[src/rtl/fpu_bus_bridge_pkg.sv]
// rtl/fpu_bus_bridge_pkg.sv - shared FPU opcode type plus bridge states, register map and status bits
package pa_fpu;

  typedef enum logic [3:0] {
    op_add  = 4'd0,
    op_sub  = 4'd1,
    op_mul  = 4'd2,
    op_div  = 4'd3,
    op_sqrt = 4'd4,
    op_f2i  = 4'd5,
    op_i2f  = 4'd6,
    op_cmp  = 4'd7
  } e_fpu_op;

  typedef enum logic [1:0] {
    ST_IDLE  = 2'd0,
    ST_ISSUE = 2'd1,
    ST_WAIT  = 2'd2
  } e_fpu_bridge_state;

  localparam logic [3:0] ADDR_A0     = 4'h0;
  localparam logic [3:0] ADDR_B0     = 4'h4;
  localparam logic [3:0] ADDR_CMD    = 4'h8;
  localparam logic [3:0] ADDR_STATUS = 4'h9;
  localparam logic [3:0] ADDR_RES0   = 4'hC;

  localparam int STAT_PEND = 0;
  localparam int STAT_DONE = 1;
  localparam int STAT_TMO  = 2;
  localparam int STAT_ERR  = 3;

endpackage

[src/rtl/fpu_bus_bridge_if.sv]
// rtl/fpu_bus_bridge_if.sv - 8-bit register-mapped CPU peripheral bus
interface fpu_bus_bridge_if;
  logic [3:0] addr;
  logic       wr;
  logic       rd;
  logic [7:0] wdata;
  logic [7:0] rdata;

  modport master (output addr, output wr, output rd, output wdata, input rdata);
  modport slave  (input addr, input wr, input rd, input wdata, output rdata);
endinterface

[src/rtl/fpu_bus_bridge.sv]
// rtl/fpu_bus_bridge.sv - CPU bus responder that issues FPU commands and serves their results
module fpu_bus_bridge
  import pa_fpu::*;
#(
  parameter int TIMEOUT_CYCLES = 4096
) (
  input  logic                   clk,
  input  logic                   arst_n,
  fpu_bus_bridge_if.slave        bus,
  output logic                   irq,
  output logic [31:0]            fpu_a_operand,
  output logic [31:0]            fpu_b_operand,
  output e_fpu_op                fpu_operation,
  output logic                   fpu_start,
  input  logic [31:0]            fpu_result,
  input  logic                   fpu_cmd_end,
  input  logic                   fpu_busy
);

  localparam int CNT_W = $clog2(TIMEOUT_CYCLES);
  localparam logic [CNT_W-1:0] CNT_LAST = CNT_W'(TIMEOUT_CYCLES - 1);

  e_fpu_bridge_state state;
  logic [31:0]       a_reg;
  logic [31:0]       b_reg;
  logic [31:0]       result_reg;
  e_fpu_op           op_reg;
  logic              pend;
  logic              done;
  logic              tmo;
  logic              err;
  logic [CNT_W-1:0]  cnt;
  logic [7:0]        rdata_reg;
  logic [7:0]        rd_mux;
  logic [4:0]        byte_lsb;
  logic              wr_locked;

  // fpu_busy carries no information the bridge needs beyond cmd_end
  logic unused_inputs;
  assign unused_inputs = fpu_busy;

  assign byte_lsb  = {bus.addr[1:0], 3'b000};
  assign wr_locked = pend && (bus.addr <= ADDR_CMD);

  assign fpu_a_operand = a_reg;
  assign fpu_b_operand = b_reg;
  assign fpu_operation = op_reg;
  assign bus.rdata     = rdata_reg;
  assign irq           = done | tmo;

  // Read data selection over the register map
  always_comb begin
    rd_mux = 8'h00;
    case (bus.addr)
      4'h0, 4'h1, 4'h2, 4'h3: rd_mux = a_reg[byte_lsb +: 8];
      4'h4, 4'h5, 4'h6, 4'h7: rd_mux = b_reg[byte_lsb +: 8];
      ADDR_CMD:               rd_mux = {4'b0000, op_reg};
      ADDR_STATUS:            rd_mux = {4'b0000, err, tmo, done, pend};
      4'hC, 4'hD, 4'hE, 4'hF: rd_mux = result_reg[byte_lsb +: 8];
      default:                rd_mux = 8'h00;
    endcase
  end

  // Bus register writes, read data capture and the command FSM; FSM updates come last so status sets beat clears
  always_ff @(posedge clk or negedge arst_n) begin
    if (!arst_n) begin
      state      <= ST_IDLE;
      a_reg      <= '0;
      b_reg      <= '0;
      result_reg <= '0;
      op_reg     <= op_add;
      pend       <= 1'b0;
      done       <= 1'b0;
      tmo        <= 1'b0;
      err        <= 1'b0;
      cnt        <= '0;
      fpu_start  <= 1'b0;
      rdata_reg  <= 8'h00;
    end else begin
      if (bus.rd && !bus.wr) begin
        rdata_reg <= rd_mux;
      end

      if (bus.wr) begin
        if (wr_locked) begin
          err <= 1'b1;
        end else begin
          case (bus.addr)
            4'h0, 4'h1, 4'h2, 4'h3: a_reg[byte_lsb +: 8] <= bus.wdata;
            4'h4, 4'h5, 4'h6, 4'h7: b_reg[byte_lsb +: 8] <= bus.wdata;
            ADDR_CMD: begin
              op_reg <= e_fpu_op'(bus.wdata[3:0]);
              pend   <= 1'b1;
              done   <= 1'b0;
              state  <= ST_ISSUE;
            end
            ADDR_STATUS: begin
              if (bus.wdata[STAT_DONE]) done <= 1'b0;
              if (bus.wdata[STAT_TMO])  tmo  <= 1'b0;
              if (bus.wdata[STAT_ERR])  err  <= 1'b0;
            end
            default: ;
          endcase
        end
      end

      case (state)
        ST_ISSUE: begin
          fpu_start <= 1'b1;
          cnt       <= '0;
          state     <= ST_WAIT;
        end
        ST_WAIT: begin
          if (fpu_cmd_end) begin
            fpu_start  <= 1'b0;
            result_reg <= fpu_result;
            done       <= 1'b1;
            pend       <= 1'b0;
            state      <= ST_IDLE;
          end else if (cnt == CNT_LAST) begin
            fpu_start <= 1'b0;
            tmo       <= 1'b1;
            pend      <= 1'b0;
            state     <= ST_IDLE;
          end else begin
            cnt <= cnt + 1'b1;
          end
        end
        default: ;
      endcase
    end
  end

endmodule
[src/flat_wrapper.sv]
// flat-port wrapper written by rule: the top's interface ports become plain ports
module fpu_bus_bridge_flat import pa_fpu::*;
#(
  parameter int TIMEOUT_CYCLES = 4096
)
  (clk, arst_n, irq, fpu_a_operand, fpu_b_operand, fpu_operation, fpu_start, fpu_result, fpu_cmd_end, fpu_busy, bus_addr, bus_wr, bus_rd, bus_wdata, bus_rdata);
  fpu_bus_bridge_if bus_i ();
  input  logic clk;
  input  logic arst_n;
  output logic irq;
  output logic [31:0] fpu_a_operand;
  output logic [31:0] fpu_b_operand;
  output e_fpu_op fpu_operation;
  output logic fpu_start;
  input  logic [31:0] fpu_result;
  input  logic fpu_cmd_end;
  input  logic fpu_busy;
  input wire logic [$bits(bus_i.addr)-1:0] bus_addr;
  input wire logic [$bits(bus_i.wr)-1:0] bus_wr;
  input wire logic [$bits(bus_i.rd)-1:0] bus_rd;
  input wire logic [$bits(bus_i.wdata)-1:0] bus_wdata;
  output wire logic [$bits(bus_i.rdata)-1:0] bus_rdata;
  assign bus_i.addr = bus_addr;
  assign bus_i.wr = bus_wr;
  assign bus_i.rd = bus_rd;
  assign bus_i.wdata = bus_wdata;
  assign bus_rdata = bus_i.rdata;
  fpu_bus_bridge #(.TIMEOUT_CYCLES(TIMEOUT_CYCLES)) u_core (.clk(clk), .arst_n(arst_n), .bus(bus_i), .irq(irq), .fpu_a_operand(fpu_a_operand), .fpu_b_operand(fpu_b_operand), .fpu_operation(fpu_operation), .fpu_start(fpu_start), .fpu_result(fpu_result), .fpu_cmd_end(fpu_cmd_end), .fpu_busy(fpu_busy));
endmodule
[config.mk]
export PLATFORM = sky130hd
export DESIGN_NAME = fpu_bus_bridge_flat
export DESIGN_NICKNAME = d
export VERILOG_FILES = /design/src/rtl/fpu_bus_bridge_pkg.sv /design/src/rtl/fpu_bus_bridge_if.sv /design/src/rtl/fpu_bus_bridge.sv /design/src/flat_wrapper.sv
export SDC_FILE = /design/constraint.sdc
export NUM_CORES = 1
export LEC_CHECK = 0
export CORE_ASPECT_RATIO = 0.75
export CORE_MARGIN = 2
export CORE_UTILIZATION = 30
export CTS_CLUSTER_DIAMETER = 150
export DETAILED_ROUTE_END_ITERATION = 7
export HOLD_SLACK_MARGIN = 0.08
export PLACE_DENSITY = 0.52
export SETUP_SLACK_MARGIN = 0.1
export SYNTH_ARGS = -nofsm -noshare
export SYNTH_HDL_FRONTEND = slang
export SYNTH_SLANG_ARGS = --single-unit
[constraint.sdc]
create_clock -name clk -period 2 [get_ports clk]
set_input_delay 0.3 -clock clk [delete_from_list [all_inputs] [get_ports clk]]
set_output_delay 0.3 -clock clk [all_outputs]
set_load 0.02 [all_outputs]
# After elaboration in Yosys (flattened, before gate mapping)
# Index checks and enable logic that the tools add are counted.
classes:
  n_addsub: 2
  mul: 0
  div_mod_pow: 0
  order_cmp: 1
  eq_ne: 19
  n_shift: 5
  n_mux: 37
  bitwise: 2
  n_reduce_logical: 17
op_table:
  columns: ["op", "n"]
  rows:
  - ["32-bit by 6-bit indexed part select with 8-bit output", 3]
  - ["32-bit bitwise mux", 2]
  - ["8-bit case mux with 5 select lines", 1]
  - ["8-bit by 7-bit variable shift with 32-bit output, first input constant", 1]
  - ["8-bit by 7-bit indexed part select with 32-bit output", 1]
  - ["4-bit equality test, second input constant", 6]
  - ["12-bit 2-to-1 mux", 2]
  - ["12-bit case mux with 2 select lines", 1]
  - ["1-bit 2-to-1 mux", 23]
  - ["4-bit by 3-bit equality test with 1-bit output, second input constant", 4]
  - ["3-bit AND reduction", 5]
  - ["12-bit by 1-bit adder with 12-bit output, second input constant", 1]
  - ["12-bit equality test, second input constant", 1]
  - ["4-bit OR reduction", 3]
  - ["2-bit 2-to-1 mux", 5]
  - ["4-bit by 2-bit equality test with 1-bit output, second input constant", 2]
  - ["5-bit negation with 7-bit output", 1]
  - ["2-bit nonzero test", 3]
  - ["4-bit by 1-bit equality test with 1-bit output, second input constant", 1]
  - ["4-bit less-or-equal comparator, second input constant", 1]
  - ["4-bit zero test", 1]
  - ["2-bit inequality test, second input constant", 2]
  - ["1-bit case mux with 2 select lines", 2]
  - ["2-bit case mux with 2 select lines", 1]
  - ["8 further kinds", 10]
word_totals:
  reg_bits: 127
  latchBits: 0
  ram_bits: 0
  romBits: 0
  input_bits: 50
  output_inout_bits: 78
  elab_cells: 95
  mem_count: 0

# Logic depth before layout (Yosys ltp)
# Gate-level depths: netlist of run 1.
depth:
  word_depth: 7
  mapped_depth: 11
  mapped_depth_nobuf: 7

# Worst setup path before layout of run 1
# OpenSTA, ideal clock, no wires.
synth_path:
  kind: "input port to flip-flop"
  startpoint: "input bus_addr[0]"
  endpoint: "register u_core.rdata_reg[0] (netlist: u_core.bus.rdata[0])"
  setup_time_ns: 0.120
  arrival_ns: 2.295
  required_ns: 1.880
  setup_slack_ns: -0.415
  path_stages: 9
  n_path_buf: 2
  cell_sequence: "inv_1 -> clkbuf_1 -> ha_1 -> buf_6 -> or4_4 -> and3_1 -> a2111oi_0 -> a221oi_1 -> a31o_2"
synth_between:
  elab_chain_len: 3
  elab_cells_between_ends: 21
  classes_between: "eq/ne: 13; shift: 3; mux: 1; reduce/logical: 4"
synth_rtl:
  columns: ["item", "line", "source"]
  rows:
  - ["start: declaration", "flat_wrapper.sv:18", "input wire logic [$bits(bus_i.addr)-1:0] bus_addr;"]
  - ["parallel branches: the longest is 2 deep, another holds 32-bit by 6-bit indexed part select with 8-bit output", null, null]
  - ["8-bit case mux with 5 select lines *", "fpu_bus_bridge.sv:54", "case (bus.addr)"]
  - ["end signal: assignment", "fpu_bus_bridge.sv:81", "rdata_reg <= rd_mux;"]
  - ["end: declaration", "fpu_bus_bridge.sv:33", "logic [7:0] rdata_reg;"]
# Every way passes the cells marked *.
# A chain may end at the register's enable or synchronous reset.

# Worst setup path in the final report of run 1
layout_path:
  startpoint: "input bus_addr[0]"
  endpoint: "register u_core.rdata_reg[1] (netlist: u_core.bus.rdata[1])"
# The elaborated chain is that of the path after synthesis.

==> key figures, run 1 <==
Logic synthesis
  • Post-synthesis sequential element count: 127
  • Synth Flop Type: dfrtp_1
  • Gate Count Post-Synth: 621
  • Post-synth ARST share: 100%
  • Mapped Avg Cell Area: 9.92 sq um
  • Cell Area, Synth: 0.00616 sq mm
  • Netlist cell types: 48
  • Post-synthesis sequential area ratio: 51.6%
  • Mapped Nets: 682
  • Post-synth EDFFs: 0
  • Warnings, synthesis: 0

Timing
  • Final worst path period need: 1.99 ns
  • Fin Hold WS: 0.433 ns
  • Fin. Hold Viols: 0
  • Max Fclk: 502 MHz
  • Worst Tran Pin Value: 0.627 ns
  • Final Max Tran Viols: 0
  • Worst relative slew slack: 58.0%
  • RSZ-0062 raised after global routing: true
  • Worst Skew: 0.00639 ns
  • Final setup fails: 0
  • Fin crit share: 99.5%

GRT
  • GR Util met2: 31.5%
  • Met3 Usage GRT: 4.08%
  • Gr ovfl total: 0
  • Overall fraction of global-route tracks in use: 21.0%
  • GRT Max-Usage Layer: met2
  • Vias in the first global route: 5,666
  • Largest net degree at the start of global routing: 73
  • Global-route met1 utilization: 30.5%
  • Antenna violations before repair: 0
  • First-pass GRT wire length: 33,800 um

Setup path
  • Crit-path max FO: 7
  • R2R depth: 5
  • Reg2reg setup slack: 0.24 ns
  • Critical Path Source Type: input pin
  • Critical Path End Type: flip-flop
  • WP data arrival: 2.30 ns
  • Reg-to-Reg End: u_core.bus.rdata[0]$_DFFE_PN0P_
  • R2r startpoint: u_core.pend$_DFF_PN0_
  • Crit path kind: in -> reg
  • CP Data Required Time: 2.31 ns

Power
  • Net switching power: 0.00271 W
  • Pwr dens: 953 mW/mm^2
  • Reg power frac: 40.1%
  • Comb pwr share: 25.0%
  • Internal Power: 0.00640 W
  • Clock power frac: 34.9%
  • VDD IR-drop max: 0.422 mV
  • Sw Share: 29.7%
  • Leak: 4.04 nW

Clock tree
  • Clock buffer count from CTS: 17
  • CTS tree: built
  • H-tree levels: 4
  • Clk slew on worst S/H paths: 0.05 ns
  • Clock tree buffer depth: 2
  • Clk_lat worst skew: 0.42 ns
  • Clock root buffer master: clkbuf_16
  • Clock sinks: 127

Worst hold path
  • Worst Hold Class: in -> async

Drt
  • DRT antenna net count: 0
  • Initial drt markers: 434
  • 1st-pass router iterations: 5
  • DR WL/cell: 20.2 um
  • Via density per instance: 5.17
  • Total vias in the final route: 5,705
  • Routed WL: 22,200 um
  • Drc violations: 0

Placed design
  • I/O Buffers: 126
  • HPWL after DPL: 17,000 um
  • Placed inst area: 0.00841 sq mm
  • Final GP Congestion: 0.893
  • DP Cell Count: 1,057

Die
  • Starting density of the core: 30.5%
  • Core Region: 0.0202 sq mm
  • Die footprint: 0.0217 sq mm
  • Die Y: 128 um
  • FP Rows: 45
  • # IOs: 128
  • Die Width: 170 um

Cells and area
  • Final instance area: 0.00956 sq mm
  • Area Growth Syn to Fin: 55.0%
  • N_diodes: 0
  • Layout cell share with drive strength beyond 1: 27.6%
  • Final #Nets: 894
  • Non-filler cells, final: 1,103

Flow run
  • Max_cap viols: 0

Status
  • Outcome: completed
[power groups by stage]
| stage | logic, W | registers (W) | clock network [W] |
|---|---|---|---|
| after floorplan | 0.000979 | 0.00363 | 0 |
| after global placement | 0.00210 | 0.00362 | 0 |
| after detailed placement | 0.00213 | 0.00363 | 0 |
| after CTS | 0.00220 | 0.00360 | 0.00324 |
| after global routing | 0.00247 | 0.00372 | 0.00335 |
| final | 0.00228 | 0.00366 | 0.00318 |
[Yosys cell counts (9+ instances only)]
library cell  number  share of area, %
ha_1              11               2.2
nor2_1            27               1.6
mux2_2            40               7.3
o21ai_0           76               6.2
xnor2_1            9               1.3
a21oi_1           14               1.1
nand2_1          136               8.3
inv_1             11              0.67
a221oi_1          28               4.0
nand2b_1          12               1.2
clkbuf_1          22               1.3
and3_1            17               1.7
dfrtp_1          127                52
[kinds of logic after synthesis]
logic type / share of synthesized area (%)
buffers and inverters: 2.98
flip-flops: 51.6
multiplexers: 7.80
AO/OA/AOI/OAI: 16.8
XOR/XNOR: 1.42
AND/OR/NAND/NOR: 17.2
adder cells (fa/ha/maj): 2.23
[layout by cell type, fill, tap and decap left out, types with 6 or more instances in the layout]
cell type	Yosys	layout
and3_1	17	13
clkbuf_16	0	17
buf_4	1	78
ha_1	11	6
buf_12	0	10
nor2_1	27	25
nand2_1	136	132
xnor2_1	9	9
buf_6	2	12
dfrtp_1	127	127
a221oi_2	0	22
mux2_2	40	38
nor4_1	7	6
a21oi_1	14	14
nand2b_1	12	10
clkdlybuf4s50_1	0	121
o21ai_0	76	73
nand3_1	6	6
inv_1	11	10
[routing by layer]
metal	vias to the layer above	part of all wire (%)	wire [um]
met4	0	1.9	416
met3	26	5.6	1230
met5	-	0	0
met1	2826	48	10800
met2	188	44	9820
li1	2665	-	-
[stage by stage]
stage               TNS (ns)  util (%)  power, W  setup slack [ns]
global placement      -37.29      41.6   0.00572            -0.876
CTS                        0      45.8   0.00904            0.0267
global route         -0.0451      47.3   0.00954           -0.0276
floorplan              -1.16         -   0.00461            -0.169
detailed placement    -37.76      41.6   0.00575            -0.933
finish                     0      47.3   0.00911           0.00948
[worst max-delay path, stage by stage]
cell and delay [ns]:
buf_6 0.10, buf_12 0.14, buf_6 0.12, ha_4 0.15, or4_4 0.53, and3_1 0.19
a2111oi_1 0.50, a221oi_2 0.06, a31o_1 0.21
[final cells by class]
cell class,instances,area [sq um]
Fill cell,1861,10700
Multi-Input combinational cell,451,3220
Sequential cell,127,3180
Timing Repair Buffer,224,2160
Clock buffer,25,495
Tap cell,258,323
Clock inverter,6,105
Inverter,12,70.1
[how the worst max path moves through the flow]
stage                           start                              end  slack (ns)  cells after the start
after floorplan           bus_addr[0]  u_core.bus.rdata[4]$_DFFE_PN0P_       -0.17                     10
after global placement    bus_addr[0]  u_core.bus.rdata[0]$_DFFE_PN0P_       -0.88                     10
after detailed placement  bus_addr[0]  u_core.bus.rdata[0]$_DFFE_PN0P_       -0.93                     10
after CTS                 bus_addr[0]  u_core.bus.rdata[5]$_DFFE_PN0P_        0.03                     11
after global routing      bus_addr[1]  u_core.bus.rdata[4]$_DFFE_PN0P_       -0.03                     11
final                     bus_addr[0]  u_core.bus.rdata[1]$_DFFE_PN0P_       0.009                      9
[timing repair]
item / CTS / global route
hold endpoints to repair: 127 / 0
cloned: 0 / 1
setup endpoints to repair: 65 / 20
pin swaps: 10 / 16
resized for setup: 40 / 53
hold buffers: 1 / 0
buffers inserted: 10 / 4
Power figures use the tool's default switching activity.
==> inputs of run 2 (changes only) <==
--- a/config.mk
+++ b/config.mk
@@ -5,13 +5,16 @@
 export SDC_FILE = /design/constraint.sdc
 export NUM_CORES = 1
 export LEC_CHECK = 0
+export ABC_AREA = 1
+export ABC_CLOCK_PERIOD_IN_PS = 2000
 export CORE_ASPECT_RATIO = 0.75
 export CORE_MARGIN = 2
 export CORE_UTILIZATION = 30
 export CTS_CLUSTER_DIAMETER = 150
 export DETAILED_ROUTE_END_ITERATION = 7
+export GPL_TIMING_DRIVEN = 0
 export HOLD_SLACK_MARGIN = 0.08
-export PLACE_DENSITY = 0.52
+export PLACE_DENSITY = 0.51
 export SETUP_SLACK_MARGIN = 0.1
 export SYNTH_ARGS = -nofsm -noshare
 export SYNTH_HDL_FRONTEND = slang
==> key figures, run 2 <==
Status
  • Outcome: completed

Timing
  • Fin Hold WS: 0.422 ns (-0.0112 ns)
  • Max Fclk: 548 MHz (+9.1%)
  • Worst Skew: 0.00977 ns (+0.00338 ns)
  • RSZ-0062 raised after global routing: true
  • Fin crit share: 91.2% (-8.3 points)
  • Final setup fails: 0 (unchanged)
  • Final Max Tran Viols: 0 (unchanged)
  • Worst Tran Pin Value: 0.620 ns (-0.00751 ns)
  • Worst relative slew slack: 58.7% (+0.66 points)
  • Fin. Hold Viols: 0 (unchanged)
  • Final worst path period need: 1.82 ns (-0.167 ns)

Logic synthesis
  • Synth Flop Type: dfrtp_1
  • Post-synthesis sequential area ratio: 46.8% (-4.8 points)
  • Post-synth ARST share: 100% (unchanged)
  • Area leader, netlist: dfrtp_1
  • Post-synthesis sequential element count: 127 (unchanged)
  • Most common cell in the netlist: nand2_1
  • Post-synth EDFFs: 0 (unchanged)
  • Warnings, synthesis: 0 (unchanged)
  • Mapped Nets: 922 (+35%)
  • Cell Area, Synth: 0.00679 sq mm (+10%)
  • Largest cells by area after synthesis: dfrtp_1 47%, nand2_1 15%, nor2_1 5.0%, inv_1 4.2%, nand3_1 4.1%
  • Netlist cell types: 35 (-27%)
  • Mapped Avg Cell Area: 7.89 sq um (-21%)
  • List of most frequent post-synthesis cells: 276 x nand2_1, 127 x dfrtp_1, 90 x nor2_1
  • Gate Count Post-Synth: 861 (+39%)
  • Synth top area share: 46.8% (-4.8 points)

Drt
  • Via density per instance: 4.84 (-6.3%)
  • Metal1 wirelength: 12,100 um (+13%)
  • Initial drt markers: 551 (+27%)
  • Routed WL: 24,400 um (+9.9%)
  • Metal2 WL: 9910 um (+0.91%)
  • Total vias in the final route: 6,409 (+12%)
  • Drc violations: 0 (unchanged)
  • DRT antenna net count: 0 (unchanged)
  • DR top layer: met4
  • 1st-pass router iterations: 7 (+2)
  • DR WL/cell: 18.5 um (-8.4%)
  • Met3 Wirelength: 2040 um (+65%)

Clock tree
  • CTS tree: built
  • H-tree levels: 4 (unchanged)
  • Clock buffer count from CTS: 17 (unchanged)
  • Clk slew on worst S/H paths: 0.06 ns (about the same)
  • Clock tree buffer depth: 2 (unchanged)
  • Clk_lat worst skew: 0.42 ns (about the same)
  • Clock sinks: 127 (unchanged)
  • Clock root buffer master: clkbuf_16

Cells and area
  • Final #Nets: 1,077 (+20%)
  • Fillers: 2,261 (+21%)
  • Area Growth Syn to Fin: 37.0%
  • Layout cell share with drive strength beyond 1: 14.7% (-13 points)
  • Final instance area: 0.00930 sq mm (-2.6%)
  • Core Util, Final: 42.0% (-5.3 points)
  • Commonest non-fill, non-tap cell in the layout: nand2_1
  • N_diodes: 0 (unchanged)
  • Highest-count cells in the layout ignoring fill and taps: 273 x nand2_1, 127 x dfrtp_1, 121 x clkdlybuf4s50_1, 87 x nor2_1, 75 x inv_1

Power
  • Pwr dens: 812 mW/mm^2 (-15%)
  • Comb pwr share: 18.3% (-6.7 points)
  • Internal Power: 0.00544 W (-15%)
  • Sw Share: 28.0% (-1.7 points)
  • Leak: 4.51 nW (+12%)
  • Clock power frac: 43.8% (+8.9 points)
  • Net switching power: 0.00212 W (-22%)
  • Reg power frac: 37.9% (-2.2 points)
  • VDD IR-drop max: 0.637 mV (+51%)

GRT
  • Vias in the first global route: 6,150 (+8.5%)
  • Largest net degree at the start of global routing: 70 (-4.1%)
  • Gr ovfl total: 0 (unchanged)
  • Overall fraction of global-route tracks in use: 20.9% (-0.12 points)
  • Antenna violations before repair: 0 (unchanged)
  • First-pass GRT wire length: 36,900 um (+9.2%)

Worst hold path
  • Worst Hold Class: in -> async

Die
  • Die footprint: 0.0239 sq mm (+9.9%)
  • # IOs: 128 (unchanged)
  • Die Width: 178 um (+4.8%)
  • Starting density of the core: 30.6% (+0.14 points)
  • Die Y: 134 um (+4.8%)
  • Core Region: 0.0222 sq mm (+9.7%)
  • FP Rows: 47 (+4.4%)

Placed design
  • I/O Buffers: 126 (unchanged)
  • Final GP Congestion: 0.927 (+3.8%)
  • Placed inst area: 0.00846 sq mm (+0.59%)
  • HPWL after DPL: 18,100 um (+6.8%)

Setup path
  • Crit path to: u_core.fpu_b_operand[23]$_DFFE_PN0P_
  • Critical Path End Type: flip-flop
  • CP Data Required Time: 2.33 ns (+0.02 ns)
  • Critical Path Source Type: input pin
  • R2R depth: 6 (+1)
  • Crit path kind: in -> reg
  • R2r startpoint: u_core.state[0]$_DFF_PN0_
  • Reg2reg setup slack: 0.26 ns (+0.02 ns)
  • Reg-to-Reg End: u_core.result_reg[1]$_DFFE_PN0P_
  • Crit-path max FO: 10 (+3)
  • CP Launch Point: bus_addr[2]
  • WP data arrival: 2.16 ns (-0.14 ns)

Flow run
  • Max_cap viols: 0 (unchanged)
run 2: cell count changes in the layout (fill, tap and decap cells not counted), sizes merged, moves of 9 or more:
| cell | change |
|---|---|
| a221oi | -28 |
| and3 | -17 |
| buf | -64 |
| inv | +74 |
| mux2 | -18 |
| nand2 | +149 |
| nand2b | -12 |
| nand3 | +52 |
| nor2 | +74 |
| nor4 | -9 |
| o21ai | +11 |
| xnor2 | -9 |
run 2: how the worst min path moves through the flow:
| stage | cells after the start | end | slack [ns] |
|---|---|---|---|
| final | 2 | u_core.cnt[4]$_DFFE_PN0P_ | 0.42 |
| after global routing | 3 | u_core.result_reg[0]$_DFFE_PN0P_ | 0.47 |
| after CTS | 2 | u_core.cnt[4]$_DFFE_PN0P_ | 0.44 |
| after detailed placement | 1 | u_core.cnt[4]$_DFFE_PN0P_ | 0.31 |
| after global placement | 2 | u_core.bus.rdata[2]$_DFFE_PN0P_ | 0.47 |
| after floorplan | 0 | u_core.bus.rdata[0]$_DFFE_PN0P_ | 0.004 |
run 2: per-layer routing:
layer,vias to the layer above,GRT usage [%]
met2,260,28.3
met1,3056,32.5
li1,3071,-
met4,0,5.92
met3,22,4.90
met5,-,0
run 2: cell type report:
class                   instances  area, sq um  area share (%)
repair buffers                135         1350            14.5
plain buffers                  33          272            2.92
clock buffers                  20          457            4.91
clock inverters                12          165            1.78
flip-flops and latches        127         3180            34.2
inverters                      85          332            3.56
well taps                     294          368            3.95
multi-input cells             617         3180            34.2
run 2: cell families (layout without fill, tap and decap cells):
group / count (synthesis) / in the layout / synth area share [%]
DFF: 127 / 127 / 46.8
adders and majority gates: 11 / 11 / 2.03
buffers and inverters: 118 / 285 / 7.92
AOI/OAI and AO/OA: 118 / 118 / 9.84
muxes: 22 / 22 / 3.65
and+or+nand+nor: 459 / 460 / 29.0
xor gates and xnor gates: 6 / 6 / 0.774
run 2: timing repair:
item                       4_1_cts  5_1_grt
pin swaps                        3        5
hold endpoints to repair        58        0
hold buffers                     1        0
setup endpoints to repair       93      113
gates cloned                     2        1
setup buffers                    1        4
resized for setup               34       24
run 2: per-stage QoR:
stage	worst slack [ns]	setup TNS, ns	instances	power, W
floorplan	0.111	0	861	0.00350
global placement	-4.73	-687.73	1281	0.00422
detailed placement	-1.28	-90.15	1282	0.00422
CTS	0.100	0	1318	0.00759
global route	0.0949	0	1323	0.00784
finish	0.176	0	1323	0.00756
run 2: worst max-delay path: stages:
cell	delay (ns)
clkdlybuf4s50_1	0.51
inv_2	0.07
nor2_4	0.22
nand2_4	0.10
inv_2	0.26
nand2_8	0.13
nor2_4	0.19
buf_4	0.22
nand2_1	0.07
o21ai_1	0.08
run 2: power groups by stage:
stage / registers [W] / clock network (W) / logic [W]
after global placement: 0.00291 / 0 / 0.00131
final: 0.00286 / 0.00331 / 0.00138
after global routing: 0.00288 / 0.00347 / 0.00149
after detailed placement: 0.00291 / 0 / 0.00132
after CTS: 0.00287 / 0.00336 / 0.00136
after floorplan: 0.00306 / 0 / 0.000443
